`config.mk`:
```
export PLATFORM = sky130hd
export DESIGN_NAME = mimo_job_scheduler
export DESIGN_NICKNAME = d
export VERILOG_FILES = /design/src/rtl/mimo_job_scheduler.sv
export SDC_FILE = /design/constraint.sdc
export NUM_CORES = 1
export LEC_CHECK = 0
export ABC_CLOCK_PERIOD_IN_PS = 3940
export BUFFER_PORTS_ARGS = -buffer_cell sky130_fd_sc_hd__buf_2
export CAP_MARGIN = 10
export CORE_MARGIN = 4
export CORE_UTILIZATION = 30
export CTS_BUF_LIST = sky130_fd_sc_hd__clkbuf_16
export CTS_CLUSTER_DIAMETER = 150
export CTS_CLUSTER_SIZE = 20
export DETAILED_ROUTE_END_ITERATION = 12
export GPL_TIMING_DRIVEN = 0
export SLEW_MARGIN = 20
export SYNTH_ARGS = -nofsm -noshare
export SYNTH_HDL_FRONTEND = slang
export SYNTH_SLANG_ARGS = --single-unit
```
`constraint.sdc`:
```
create_clock -name clk -period 3.94 [get_ports clk]
set_clock_uncertainty 0.1 [all_clocks]
set_input_delay 0.788 -clock clk [delete_from_list [all_inputs] [get_ports clk]]
set_output_delay 0.788 -clock clk [all_outputs]
set_load 0.01 [all_outputs]
```
`src/rtl/mimo_job_scheduler.sv`:
```
// Round-robin scheduler that shares one MIMO detector among NUM_REQ requesters and guards each job with a watchdog.
// Optional statistics counters are built only when the STATS_EN macro is defined.
module mimo_job_scheduler #(
  parameter int NUM_REQ = 4,
  parameter int TAG_W   = 8,
  parameter int TIMEOUT = 1024,
  parameter int CNT_W   = 16
) (
  input  logic                         clk,
  input  logic                         rst,
  input  logic [NUM_REQ-1:0]           req_valid,
  output logic [NUM_REQ-1:0]           req_ready,
  input  logic [NUM_REQ*5-1:0]         req_cfg,
  input  logic [NUM_REQ*TAG_W-1:0]     req_tag,
  output logic                         det_start,
  output logic [4:0]                   det_cfg,
  input  logic                         det_done,
  output logic                         det_abort,
  output logic                         cmp_valid,
  input  logic                         cmp_ready,
  output logic [$clog2(NUM_REQ)-1:0]   cmp_src,
  output logic [TAG_W-1:0]             cmp_tag,
  output logic [1:0]                   cmp_err,
  output logic [CNT_W-1:0]             stat_jobs,
  output logic [CNT_W-1:0]             stat_errs,
  output logic [1:0]                   dbg_state
);

  localparam int SRC_W = $clog2(NUM_REQ);
  localparam int TMR_W = $clog2(TIMEOUT);
  localparam logic [TMR_W-1:0] TMR_LAST = TMR_W'(TIMEOUT - 1);

  typedef enum logic [1:0] {
    IDLE   = 2'd0,
    ISSUE  = 2'd1,
    WAIT   = 2'd2,
    REPORT = 2'd3
  } state_t;

  state_t            state;
  logic [SRC_W-1:0]  last_grant;
  logic [SRC_W-1:0]  grant_idx;
  logic [TMR_W-1:0]  timer;
  logic [4:0]        sel_cfg;
  logic [TAG_W-1:0]  sel_tag;
  logic              any_req;
  logic              timeout_hit;

  function automatic logic [SRC_W-1:0] rr_index(input logic [SRC_W-1:0] base, input int step);
    int s;
    s = int'(base) + step;
    if (s >= NUM_REQ) s = s - NUM_REQ;
    return SRC_W'(s);
  endfunction

  // Walk from the farthest candidate back to the nearest so the nearest set bit wins.
  always_comb begin
    grant_idx = '0;
    for (int k = NUM_REQ; k >= 1; k--) begin
      if (req_valid[rr_index(last_grant, k)]) grant_idx = rr_index(last_grant, k);
    end
  end

  always_comb begin
    sel_cfg = '0;
    sel_tag = '0;
    for (int i = 0; i < NUM_REQ; i++) begin
      if (grant_idx == SRC_W'(i)) begin
        sel_cfg = req_cfg[5*i +: 5];
        sel_tag = req_tag[TAG_W*i +: TAG_W];
      end
    end
  end

  assign any_req   = |req_valid;
  assign req_ready = (state == IDLE && any_req) ? (NUM_REQ'(1) << grant_idx) : '0;
  assign dbg_state = state;

  // Abort is decoded in the deciding cycle so a simultaneous det_done can suppress it.
  assign timeout_hit = (state == WAIT) && (timer == TMR_LAST) && !det_done;
  assign det_abort   = timeout_hit;

  // Handshakes: a transfer happens on a cycle where valid and ready are both high; cmp_valid,
  // once raised, holds with cmp_src/cmp_tag/cmp_err stable until that cycle.
  always_ff @(posedge clk or posedge rst) begin
    if (rst) begin
      state      <= IDLE;
      last_grant <= SRC_W'(NUM_REQ - 1);
      timer      <= '0;
      det_start  <= 1'b0;
      det_cfg    <= '0;
      cmp_valid  <= 1'b0;
      cmp_src    <= '0;
      cmp_tag    <= '0;
      cmp_err    <= 2'b00;
    end else begin
      det_start <= 1'b0;
      case (state)
        IDLE: begin
          if (any_req) begin
            cmp_src <= grant_idx;
            cmp_tag <= sel_tag;
            det_cfg <= sel_cfg;
            if (sel_cfg[1:0] == 2'b11) begin
              cmp_err   <= 2'b10;
              cmp_valid <= 1'b1;
              state     <= REPORT;
            end else begin
              det_start <= 1'b1;
              state     <= ISSUE;
            end
          end
        end
        ISSUE: begin
          timer <= '0;
          state <= WAIT;
        end
        WAIT: begin
          if (det_done) begin
            cmp_err   <= 2'b00;
            cmp_valid <= 1'b1;
            state     <= REPORT;
          end else if (timer == TMR_LAST) begin
            cmp_err   <= 2'b01;
            cmp_valid <= 1'b1;
            state     <= REPORT;
          end else begin
            timer <= timer + TMR_W'(1);
          end
        end
        REPORT: begin
          if (cmp_ready) begin
            cmp_valid  <= 1'b0;
            last_grant <= cmp_src;
            state      <= IDLE;
          end
        end
        default: state <= IDLE;
      endcase
    end
  end

`ifdef STATS_EN
  always_ff @(posedge clk or posedge rst) begin
    if (rst) begin
      stat_jobs <= '0;
      stat_errs <= '0;
    end else if (state == REPORT && cmp_ready) begin
      if (cmp_err == 2'b00) begin
        if (stat_jobs != '1) stat_jobs <= stat_jobs + CNT_W'(1);
      end else begin
        if (stat_errs != '1) stat_errs <= stat_errs + CNT_W'(1);
      end
    end
  end
`else
  assign stat_jobs = '0;
  assign stat_errs = '0;
`endif

endmodule

```
**Word-level counts from Yosys, hierarchy flattened**

Cells that the tools add are included.

- Flip-flop bits (word level): 33
- Bits of input ports: 60
- Output and inout bits: 58
- Word-level logic and storage cells: 105

- Add/subtract/negate cells: 9
- $lt $le $gt $ge: 8
- Equal/unequal tests: 14
- Shift-type cells: 1
- Muxes and demuxes: 48
- Reduce and logical (&&, ||, !) cells: 16

Operators by type and width:

| cell | number |
|---|---|
| two-way mux 2 bit | 17 |
| two-way mux 8 bit | 4 |
| two-way mux 10 bit | 2 |
| two-way mux 5 bit | 4 |
| case mux 10 bit (2 select lines) | 1 |
| less-than comparator 2 x 3 -> 1 bit (second input constant) | 4 |
| two-way mux 1 bit | 12 |
| adder 10 x 1 -> 10 bit (second input constant) | 1 |
| equality test 10 bit (second input constant) | 1 |
| equality test 2 bit (second input constant) | 5 |
| >= comparator 3 bit (second input constant) | 3 |
| binary-select mux 1 bit (select 2 bit) | 4 |
| != test 2 bit (second input constant) | 4 |
| case mux 2 bit (4 select lines) | 1 |
| subtractor 2 x 1 -> 2 bit (second input constant) | 4 |
| adder 2 x 2 -> 3 bit (second input constant) | 2 |
| AND reduction 3 bit | 2 |
| AND reduction 5 bit | 1 |
| adder 2 x 3 -> 4 bit (second input constant) | 1 |
| equality test 2 x 1 -> 1 bit (second input constant) | 2 |
| >= comparator 4 x 3 -> 1 bit (second input constant) | 1 |
| logical NOT 2 bit | 2 |
| two-way mux 4 bit | 1 |
| case mux 2 bit (2 select lines) | 1 |
| other kinds (12) | 16 |

**Longest topological paths before layout**

Gate-level depths: netlist of the first run.

- Depth after elaboration: 18
- Mapped depth: 10
- Gate-level depth less buffers: 8

**Least setup slack after synthesis of the first run**

OpenSTA, ideal clock, no wires.

- Path type: input-to-output
- Start: input port req_valid[1]
- End: output port req_ready[2]
- Data arrival time: 2.078 ns
- Data required time: 3.052 ns
- Slack: 0.974 ns
- Stages on the path: 6
- Buffers on the path: 2
- Cell sequence: o211ai_1 > nand2_2 > or3_1 > buf_6 > clkbuf_1 > nor3_1

- Word-level cells in the longest chain between the ends: 8
- Elaborated cells between the ends (all ways): 16
- Classes of those cells: 1 x shift; 13 x mux; 2 x reduce/logical

RTL lines:

| what | RTL line | text |
|---|---|---|
| from (decl) | 11 | `input logic [NUM_REQ-1:0] req_valid,` |
| binary-select mux 1 bit (select 2 bit) | 60 | `if (req_valid[rr_index(last_grant, k)]) grant_idx = rr_index(last_grant, k);` |
| two-way mux 1 bit (implied by the code) | 60 |  |
| two-way mux 2 bit (4 in series) | 60 |  |
| << shifter 1 x 2 -> 4 bit | 76 | `assign req_ready = (state == IDLE && any_req) ? (NUM_REQ'(1) << grant_idx) : '0;` |
| two-way mux 4 bit * | 76 |  |
| to (decl) | 12 | `output logic [NUM_REQ-1:0] req_ready,` |

Every way passes the cells marked *; elsewhere a longest branch is shown, timed or not. The select of a mux whose other input is x is not followed.

**Worst setup path in the final report of the first run**

- Start: input port req_valid[3]
- End: output port req_ready[1]

The elaborated chain is that of the path after synthesis.

==> flow_summary.json, run 1 <==
{
  "totalWireLength_um": 6100,
  "core_area_sq_um": 7290,
  "grtUsageTotal": 0.135,
  "yosys.cell_types.count": 51,
  "die_w_um": 94.8,
  "layout_min_cycle_time_ns": 3.61,
  "fin_crit_sh": 0.916,
  "layout-drive-gt1-share": 0.361,
  "p_per_area_nw_per_um2": 626,
  "outcome": "completed",
  "swShare": 0.423,
  "critPathKind": "in -> out",
  "crit_start": "req_valid[3]",
  "die_h_um": 94.8,
  "grt_max_degree": 34,
  "p_int_mw": 1.11,
  "ir_drop_mv": 0.218,
  "synth_mux_area_frac": 0.0233,
  "cp_slowest_cell": "nor4_1",
  "yosys.cell_count.top_type": "nand2_1",
  "dr.pass1.iters": 4,
  "fillers": 766,
  "syn_avg_cell_area_sq_um": 8.40,
  "cts_max_level": 2,
  "finalSetupTns_ns": 0,
  "synth_edf_count": 0,
  "cp_cell_sequence": "buf_2 -> nor4_1 -> nand2b_1 -> clkbuf_1 -> clkbuf_1 -> nor3_1 -> buf_2",
  "ys_seq_area_frac": 0.367,
  "crit_fanout": 10,
  "cts_tree": "done",
  "root_buffer": "clkbuf_16",
  "cts_buffer_depth": 2,
  "yosysTopAreaCell": "dfrtp_1",
  "vias": 2170,
  "worstPathRequired_ns": 3.05,
  "synth_top_family_by_area": "simple AND/OR/NAND/NOR gates",
  "finalPower_mw": 1.92,
  "viasPerCell": 4.41,
  "hold_buffers": 0,
  "yosys.area_share.adder": 0.0332,
  "cp_data_arrival_time_ns": 2.72,
  "tightest_slew_ns": 0.865,
  "synth_top_area_frac": 0.343,
  "syn_inst": 269,
  "r2r-start": "dbg_state[0]",
  "p_clk_frac": 0.186,
  "num_rows": 31,
  "gp_congestion": 0.768,
  "slowest_delay_ns": 0.64,
  "relSlewSlack": 0.422,
  "drtAntennaViolNets": 0,
  "whs_ns": 0.369,
  "yosysWarnings": 0,
  "critPathCaptureType": "output port",
  "post_cts_buffers": 0,
  "report.final.slew_viol_count": 0,
  "crit_family": "buffers and inverters",
  "io_pins": 118,
  "cts_buffers": 5,
  "r2r_slack_ns": 1.47,
  "p_sw_uw": 809,
  "fin_util": 0.420,
  "max_freq_mhz": 277,
  "clock_sinks": 33,
  "hp-class": "reg -> reg",
  "remaining_drc_errors": 0,
  "synthArstFlopShare": 1.00,
  "cts.repair.resized": 0,
  "start_kind": "primary input",
  "p_leak_nw": 1.59,
  "n_antenna_cell": 0,
  "hold_violations": 0,
  "min-delay-start": "det_cfg[0]",
  "combPwrFrac": 0.522,
  "yosys-top-cells-area": "dfrtp_1 (34%), buf_4 (11%), nand2_1 (7.8%), a21oi_1 (5.5%), a22oi_1 (3.7%)",
  "synth_compound_area_frac": 0.185,
  "synth-xor-area-share": 0.0349,
  "synth-simple-area-share": 0.213,
  "worstSkewPairLatency_ns": 0.27,
  "rsz0062_at_grt": "no",
  "synth_commonest_cells": "nand2_1 (47), buf_4 (32), dfrtp_1 (31), a21oi_1 (25), nor2_1 (16)",
  "area_growth_pct": 35.5,
  "antenna_found_initial": 0,
  "cts.clk_slew.worst_paths_ns": 0.05,
  "io_buffer_count": 85,
  "grt_pass1_vias": 2064,
  "synth-main-ff-cell": "dfrtp_1",
  "seq_power_share": 0.292,
  "finalSetupViolations": 0,
  "wl_per_cell_um": 12.4,
  "nets": 458,
  "initial_core_util": 0.310,
  "netlist_area_sq_um": 2260,
  "grt_pass1_wl_um": 9630,
  "critical_path_buf_inv_count": 4,
  "initialDrtViolationCount": 92,
  "ys_ff_latch": 33,
  "design.die.area_sq_um": 8990,
  "grt_overflow": 0,
  "maxCapViolCount": 0,
  "hpwl_um": 4880
}
## power by group through the flow
stage | logic (mW) | registers, mW | clock network, mW
2_1_floorplan | 0.650 | 0.602 | 0
3_3_place_gp | 0.990 | 0.566 | 0
3_5_place_dp | 1.01 | 0.567 | 0
4_1_cts | 1.01 | 0.562 | 0.367
5_1_grt | 1.12 | 0.579 | 0.379
6_report | 0.999 | 0.559 | 0.357
## state kept, by name (all words and copies together), names as in the netlist
register / cells
timer: 10
cmp_tag: 8
last_grant: 2
cmp_err: 2
cmp_valid: 1
dbg_state: 2
cmp_src: 2
det_start: 1
det_cfg: 5
## final timing paths
check / cells past startpoint / endpoint
setup / recovery: 7 / req_ready[1]
hold / removal: 2 / det_cfg[0]
setup reg to reg: 7 / cmp_valid
hold reg to reg: 2 / det_cfg[0]
max in group asynchronous: 2 / cmp_valid
min in group asynchronous: 2 / cmp_tag[3]
## final cells by class
type | count | area, sq um | share of cell area
plain buffers | 43 | 292 | 0.0952
clock buffers | 5 | 125 | 0.0409
clock inverters | 3 | 11.3 | 0.00368
inverters | 8 | 30.0 | 0.00981
multi-input cells | 216 | 1230 | 0.400
flip-flops and latches | 33 | 828 | 0.271
well taps | 99 | 124 | 0.0405
repair buffers | 85 | 425 | 0.139
## metal layers
metal | wire, um | track usage | up-vias
met5 | 0 | 0 | -
li1 | - | - | 1104
met2 | 2960 | 0.218 | 72
met1 | 2640 | 0.177 | 988
met3 | 449 | 0.0398 | 6
met4 | 45 | 0.0325 | 0
## cell usage in the layout, fill, tap and decap left out, types with 2 or more instances in the layout
| master | count |
|---|---|
| a21o_1 | 2 |
| a21oi_1 | 25 |
| a22oi_1 | 11 |
| a31oi_1 | 2 |
| a32oi_2 | 2 |
| and3_1 | 2 |
| buf_2 | 87 |
| buf_4 | 32 |
| clkbuf_1 | 7 |
| clkbuf_16 | 5 |
| conb_1 | 32 |
| dfrtp_1 | 31 |
| dfstp_2 | 2 |
| ha_1 | 6 |
| inv_1 | 9 |
| inv_2 | 2 |
| mux2_2 | 2 |
| mux2i_1 | 3 |
| nand2_1 | 47 |
| nand2_2 | 2 |
| nand2b_1 | 3 |
| nand3_1 | 5 |
| nand4_1 | 3 |
| nor2_1 | 16 |
| nor2b_1 | 2 |
| nor3_1 | 7 |
| nor3_2 | 2 |
| o21ai_0 | 4 |
| o21ai_1 | 10 |
| xnor2_1 | 3 |
| xor2_1 | 6 |
## stage by stage
step,cells,cell area [sq um],setup slack [ns]
finish,492,3060,0.329
global route,492,3060,0.101
CTS,492,3060,0.311
detailed placement,484,2930,0.318
global placement,484,2930,0.339
floorplan,300,2380,0.974
## logic make-up (layout without fill, tap and decap cells)
family          after synthesis  count (layout)
compound gates               64              64
xor+xnor                      9               9
fa+ha+maj                     6               6
buf+inv                      51             144
flops                        33              33
mux                           5               5
other cells                   1              32
simple gates                100             100
## worst min-delay path, stage by stage, from the launching register on
cell	delay [ns]
dfrtp_1	0.33
nand2_1	0.05
nand2_1	0.05
No activity file was read; power rests on OpenSTA's default activity.
==> run 2: changes to the inputs <==
- ABC_CLOCK_PERIOD_IN_PS: 3940 -> 4700
- CELL_PAD_IN_SITES_DETAIL_PLACEMENT: default -> 1
- CELL_PAD_IN_SITES_GLOBAL_PLACEMENT: default -> 1
- PLACE_DENSITY_LB_ADDON: default -> 0.1
- clock period: 3.94 -> 4.7 ns (I/O delays scaled with it)
==> run 2 against run 1 <==
Clock power grew 1%. Die area stayed put. Cell area is 0.86% higher. Hold slack better by 0.029 ns. Global-route usage up 1.5 points. Register-to-register slack improved by 0.70 ns. Non-clock buffer count stayed put. Combinational power down 15%. Sequential share of layout area shrank 0.23 points. Cell count unchanged. Power is 12% lower. Largest cell class unchanged.
==> flow_summary.json, run 2 (synthesized netlist as in run 1, its figures left out) <==
{
  "root_buffer": "clkbuf_16",
  "drtAntennaViolNets": 0,
  "hpwl_um": 5230,
  "fin_crit_sh": 0.830,
  "cts_buffer_depth": 2,
  "remaining_drc_errors": 0,
  "critPathCaptureType": "output port",
  "grt_max_degree": 34,
  "critPathKind": "in -> out",
  "grt_overflow": 0,
  "top_register": "timer",
  "place_inst": 484,
  "die_w_um": 94.8,
  "cts_max_level": 2,
  "r2r_end": "cmp_valid",
  "p_int_uw": 984,
  "wl_per_cell_um": 13.2,
  "viasPerCell": 4.38,
  "crit_fanout": 10,
  "initial_core_util": 0.310,
  "outcome": "completed",
  "area_growth_pct": 36.7,
  "p_leak_nw": 1.59,
  "grt_pass1_vias": 2249,
  "max_freq_mhz": 256,
  "layout_min_cycle_time_ns": 3.90,
  "initialDrtViolationCount": 24,
  "hold_violations": 0,
  "totalWireLength_um": 6510,
  "final_common_cell": "buf_2",
  "hold_buffers": 0,
  "hp-class": "reg -> reg",
  "clock_sinks": 33,
  "worstSkewPairLatency_ns": 0.27,
  "p_sw_uw": 695,
  "p_per_area_nw_per_um2": 544,
  "top_regs": "timer: 10 flops, cmp_tag: 8 flops, det_cfg: 5 flops",
  "cp_data_arrival_time_ns": 2.86,
  "r2r_cells": 7,
  "post_cts_buffers": 0,
  "r2r-start": "dbg_state[0]",
  "num_rows": 31,
  "nets": 458,
  "vias": 2157,
  "swShare": 0.414,
  "grt_pass1_wl_um": 10700,
  "die_h_um": 94.8,
  "cts_buffers": 5,
  "r2r_slack_ns": 2.17,
  "io_buffer_count": 85,
  "start_kind": "primary input",
  "ir_drop_mv": 0.192,
  "worstPathRequired_ns": 3.66,
  "core_area_sq_um": 7290,
  "finalPower_mw": 1.68,
  "whs_ns": 0.398,
  "gp_congestion": 0.743,
  "layout-drive-gt1-share": 0.364,
  "cts_tree": "done",
  "maxCapViolCount": 0,
  "io_pins": 118,
  "fin_cells": 492,
  "finalSetupTns_ns": 0,
  "p_clk_frac": 0.215,
  "crit_start": "req_valid[3]",
  "combPwrFrac": 0.504,
  "mostFrequentLayoutCells": "buf_2 (87), nand2_1 (47), buf_4 (32), conb_1 (32), dfrtp_1 (31)",
  "report.final.slew_viol_count": 0,
  "critPathCapture": "req_ready[1]",
  "relSlewSlack": 0.377,
  "largest_reg_flops": 10,
  "cts.clk_slew.worst_paths_ns": 0.05,
  "seq_power_share": 0.281,
  "fin_util": 0.423,
  "dr.pass1.iters": 4,
  "finalSetupViolations": 0,
  "design.die.area_sq_um": 8990,
  "rsz0062_at_grt": "no",
  "tightest_slew_ns": 0.932,
  "antenna_found_initial": 0,
  "n_antenna_cell": 0,
  "grtUsageTotal": 0.150,
  "cts.repair.resized": 0,
  "fillers": 947
}
-- run 2: changes by cell type in the layout (fill, tap and decap cells not counted) --
cell and change:
clkinv_1 +1, bufinv_16 +1, inv_1 -2
-- run 2: area by class of cell --
type | count | area [sq um] | share of cell area
buffer | 43 | 292 | 0.0944
clock buffer | 5 | 125 | 0.0405
clock inverter | 3 | 37.5 | 0.0122
inverter | 8 | 30.0 | 0.00972
multi-input combinational | 216 | 1230 | 0.397
sequential | 33 | 828 | 0.268
tap | 99 | 124 | 0.0401
timing repair buffer | 85 | 425 | 0.138
-- run 2: metal layers --
metal,track usage,wire length (um),up-vias,share of wire
li1,-,-,1110,-
met1,0.200,2910,976,0.45
met2,0.240,3100,65,0.48
met3,0.0414,433,6,0.067
met4,0.0361,59,0,0.0091
met5,0,0,-,0
-- run 2: worst min-delay path by stage --
stage               cells after the start       start    endpoint
global route                            1  cmp_tag[1]  cmp_tag[1]
CTS                                     1  cmp_tag[1]  cmp_tag[1]
finish                                  1  cmp_tag[1]  cmp_tag[1]
floorplan                               2    timer[8]    timer[8]
global placement                        1  cmp_tag[1]  cmp_tag[1]
detailed placement                      1  cmp_tag[1]  cmp_tag[1]
-- run 2: power by group through the flow --
stage                     sequential, mW  clock (mW)  combinational, mW
final                              0.471       0.361              0.846
after global routing               0.488       0.382              0.968
after CTS                          0.474       0.373              0.868
after detailed placement           0.477           0              0.861
after global placement             0.471           0              0.844
after floorplan                    0.504           0              0.545
-- run 2: critical path, stage by stage --
cell,delay [ns]
buf_2,0.13
nor4_1,0.64
nand2b_1,0.19
clkbuf_1,0.29
clkbuf_1,0.41
nor3_1,0.10
buf_2,0.16
-- run 2: per-stage QoR --
stage,cell area [sq um],setup WS [ns]
after detailed placement,2930,0.777
final,3090,0.800
after global placement,2930,0.806
after CTS,3090,0.766
after global routing,3090,0.539
after floorplan,2380,1.43
==> run 3: changes to the inputs <==
- ABC_AREA: default -> 1
- ABC_CLOCK_PERIOD_IN_PS: 4700 -> 3900
- clock period: 4.7 -> 3.9 ns (I/O delays scaled with it)
==> run 3 against run 2 <==
Worst setup slack got worse by 0.45 ns. Critical path depth did not move. Clock power rose by 3%. Sequential cell count did not move. Cell area rose by 6.4%. Sequential share of layout area fell by 1.6 points. Via count rose by 17%. First-iteration DRC count rose to 3.2 times the previous value. Global-route usage rose by 0.48 points. Non-clock buffer count fell by 1. Routed wire length rose by 17%. Register-to-register slack got worse by 0.88 ns.
==> flow_summary.json, run 3 <==
{
  "remaining_drc_errors": 0,
  "crit_fanout": 10,
  "mostFrequentLayoutCells": "buf_2 (87), nand2_1 (69), buf_4 (33)",
  "cts_buffers": 5,
  "cp_data_arrival_time_ns": 2.67,
  "crit_family": "simple AND/OR/NAND/NOR gates",
  "root_buffer": "clkbuf_16",
  "critPathCapture": "req_ready[2]",
  "yosysWarnings": 0,
  "p_leak_nw": 1.80,
  "maxCapViolCount": 0,
  "synth_top_area_frac": 0.313,
  "syn_avg_cell_area_sq_um": 7.44,
  "worstPathRequired_ns": 3.02,
  "cts_max_level": 2,
  "cts.clk_slew.worst_paths_ns": 0.05,
  "dp_slack_ns": 0.264,
  "critPathCaptureType": "output port",
  "r2r_slack_ns": 1.29,
  "antenna_found_initial": 0,
  "grt_max_degree": 34,
  "layout_min_cycle_time_ns": 3.55,
  "regArea_sq_um": 828,
  "yosysTopAreaCell": "dfrtp_1",
  "grt_pass1_vias": 2580,
  "start_kind": "primary input",
  "critical_path_buf_inv_count": 4,
  "synth_edf_count": 0,
  "dr.pass1.iters": 4,
  "crit_start": "req_valid[2]",
  "crit_path_frequent_cell": "buf_2",
  "hold_buffers": 0,
  "tightest_slew_ns": 0.749,
  "hp-class": "reg -> reg",
  "max_freq_mhz": 281,
  "cts_tree": "done",
  "grt_pass1_wl_um": 12500,
  "area_growth_pct": 32.6,
  "multi_input_area_sq_um": 1290,
  "final_common_cell": "buf_2",
  "largest_reg_flops": 10,
  "nets": 522,
  "cts.repair.resized": 0,
  "finalSetupViolations": 0,
  "io_buffer_count": 85,
  "cp_slowest_cell": "nor4_1",
  "finalPower_mw": 3.03,
  "drtAntennaViolNets": 0,
  "vias": 2520,
  "syn_inst": 333,
  "fillers": 1038,
  "report.final.slew_viol_count": 0,
  "cts_buffer_depth": 2,
  "relSlewSlack": 0.500,
  "initial_core_util": 0.314,
  "setup_ws_ns": 0.345,
  "ys_seq_area_frac": 0.335,
  "critPathKind": "in -> out",
  "n_antenna_cell": 0,
  "outcome": "completed",
  "totalWireLength_um": 7610,
  "r2r_end": "timer[9]",
  "io_pins": 118,
  "grt_overflow": 0,
  "num_rows": 32,
  "design.die.area_sq_um": 9770,
  "fin_crit_sh": 0.912,
  "path_depth": 7,
  "p_per_area_nw_per_um2": 921,
  "r2r_cells": 13,
  "netlist_area_sq_um": 2480,
  "whs_ns": 0.364,
  "wl_per_cell_um": 13.6,
  "synthArstFlopShare": 1.00,
  "min-delay-start": "cmp_err[0]",
  "worstSkewPairLatency_ns": 0.27,
  "slowest_delay_ns": 0.61,
  "synth_commonest_cells": "nand2_1 (69), buf_4 (33), inv_1 (32), dfrtp_1 (31), nand3_1 (29)",
  "top_register": "timer",
  "finalSetupTns_ns": 0,
  "synth-main-ff-cell": "dfrtp_1",
  "die_w_um": 98.9,
  "core_area_sq_um": 7890,
  "die_h_um": 98.9,
  "rsz0062_at_grt": "no",
  "hpwl_um": 6070,
  "cp_cell_sequence": "buf_2 -> nor4_1 -> nor2_1 -> inv_1 -> clkbuf_1 -> nor3_1 -> buf_2",
  "layout-drive-gt1-share": 0.357,
  "yosys.cell_count.top_type": "nand2_1",
  "ir_drop_mv": 0.229,
  "ys_ff_latch": 33,
  "viasPerCell": 4.51,
  "initialDrtViolationCount": 76,
  "yosys-top-cells-area": "dfrtp_1 (31%), nand2_1 (10%), buf_4 (10%), nand3_1 (5.9%), inv_1 (4.9%)",
  "top_regs": "timer: 10 flops, cmp_tag: 8 flops, det_cfg: 5 flops",
  "r2r-start": "dbg_state[0]",
  "post_cts_buffers": 0,
  "hold_violations": 0,
  "yosys.cell_types.count": 36,
  "gp_congestion": 0.827,
  "grtUsageTotal": 0.155,
  "clock_sinks": 33
}
[run 3: cell types whose count changed after synthesis, sizes merged, moves of 4 or more]
cell    delta
nand2     +36
buf        +4
o21ai     +14
nand4      +4
clkbuf     -5
nor2       +5
nand3     +28
a21oi     -10
inv       +28
a22oi     -11
xor2       -5
[run 3: worst min path at each step]
stage / end / slack (ns) / depth (start not counted)
final: cmp_err[0] / 0.36 / 2
after global placement: cmp_err[1] / 0.36 / 2
after global routing: cmp_err[1] / 0.40 / 2
after floorplan: timer[6] / 0.40 / 2
after CTS: cmp_err[0] / 0.37 / 2
after detailed placement: cmp_err[0] / 0.36 / 2
[run 3: layout make-up]
class,count,share of cell area
inverter,36,0.0442
tap,102,0.0389
sequential,33,0.252
clock inverter,3,0.00419
buffer,42,0.0990
clock buffer,5,0.0381
multi-input combinational,253,0.394
timing repair buffer,85,0.130
[run 3: per-stage QoR]
stage               utilization  cell area (sq um)  std cells
floorplan                     -               2590        364
global placement          0.399               3150        551
detailed placement        0.399               3150        551
CTS                       0.416               3280        559
global route              0.416               3280        559
finish                    0.416               3280        559
[run 3: routing by layer]
layer,global-route usage,wire [um]
met5,0,0
met4,0.0399,94
met3,0.0347,411
met2,0.265,3750
met1,0.196,3350
[run 3: worst reg2reg max path: cells and delay by family, from the launching register on]
family | cells | cell delay [ns]
fa+ha+maj | 1 | 0.33
flops | 1 | 0.42
buf+inv | 4 | 0.61
simple gates | 8 | 1.01
[run 3: power breakdown]
part	switching (mW)	total, mW	internal [mW]	leakage (nW)
sequential	0.0779	0.563	0.485	0.419
combinational	1.33	2.09	0.757	1.31
clock	0.142	0.373	0.232	0.0748
total	1.55	3.03	1.47	1.80
[run 3: kinds of logic after synthesis]
group | share of synthesized area
AOI/OAI and AO/OA | 0.123
xor gates and xnor gates | 0.00354
adders and majority gates | 0.0303
buffers and inverters | 0.190
DFF | 0.335
other | 0.00151
and+or+nand+nor | 0.317
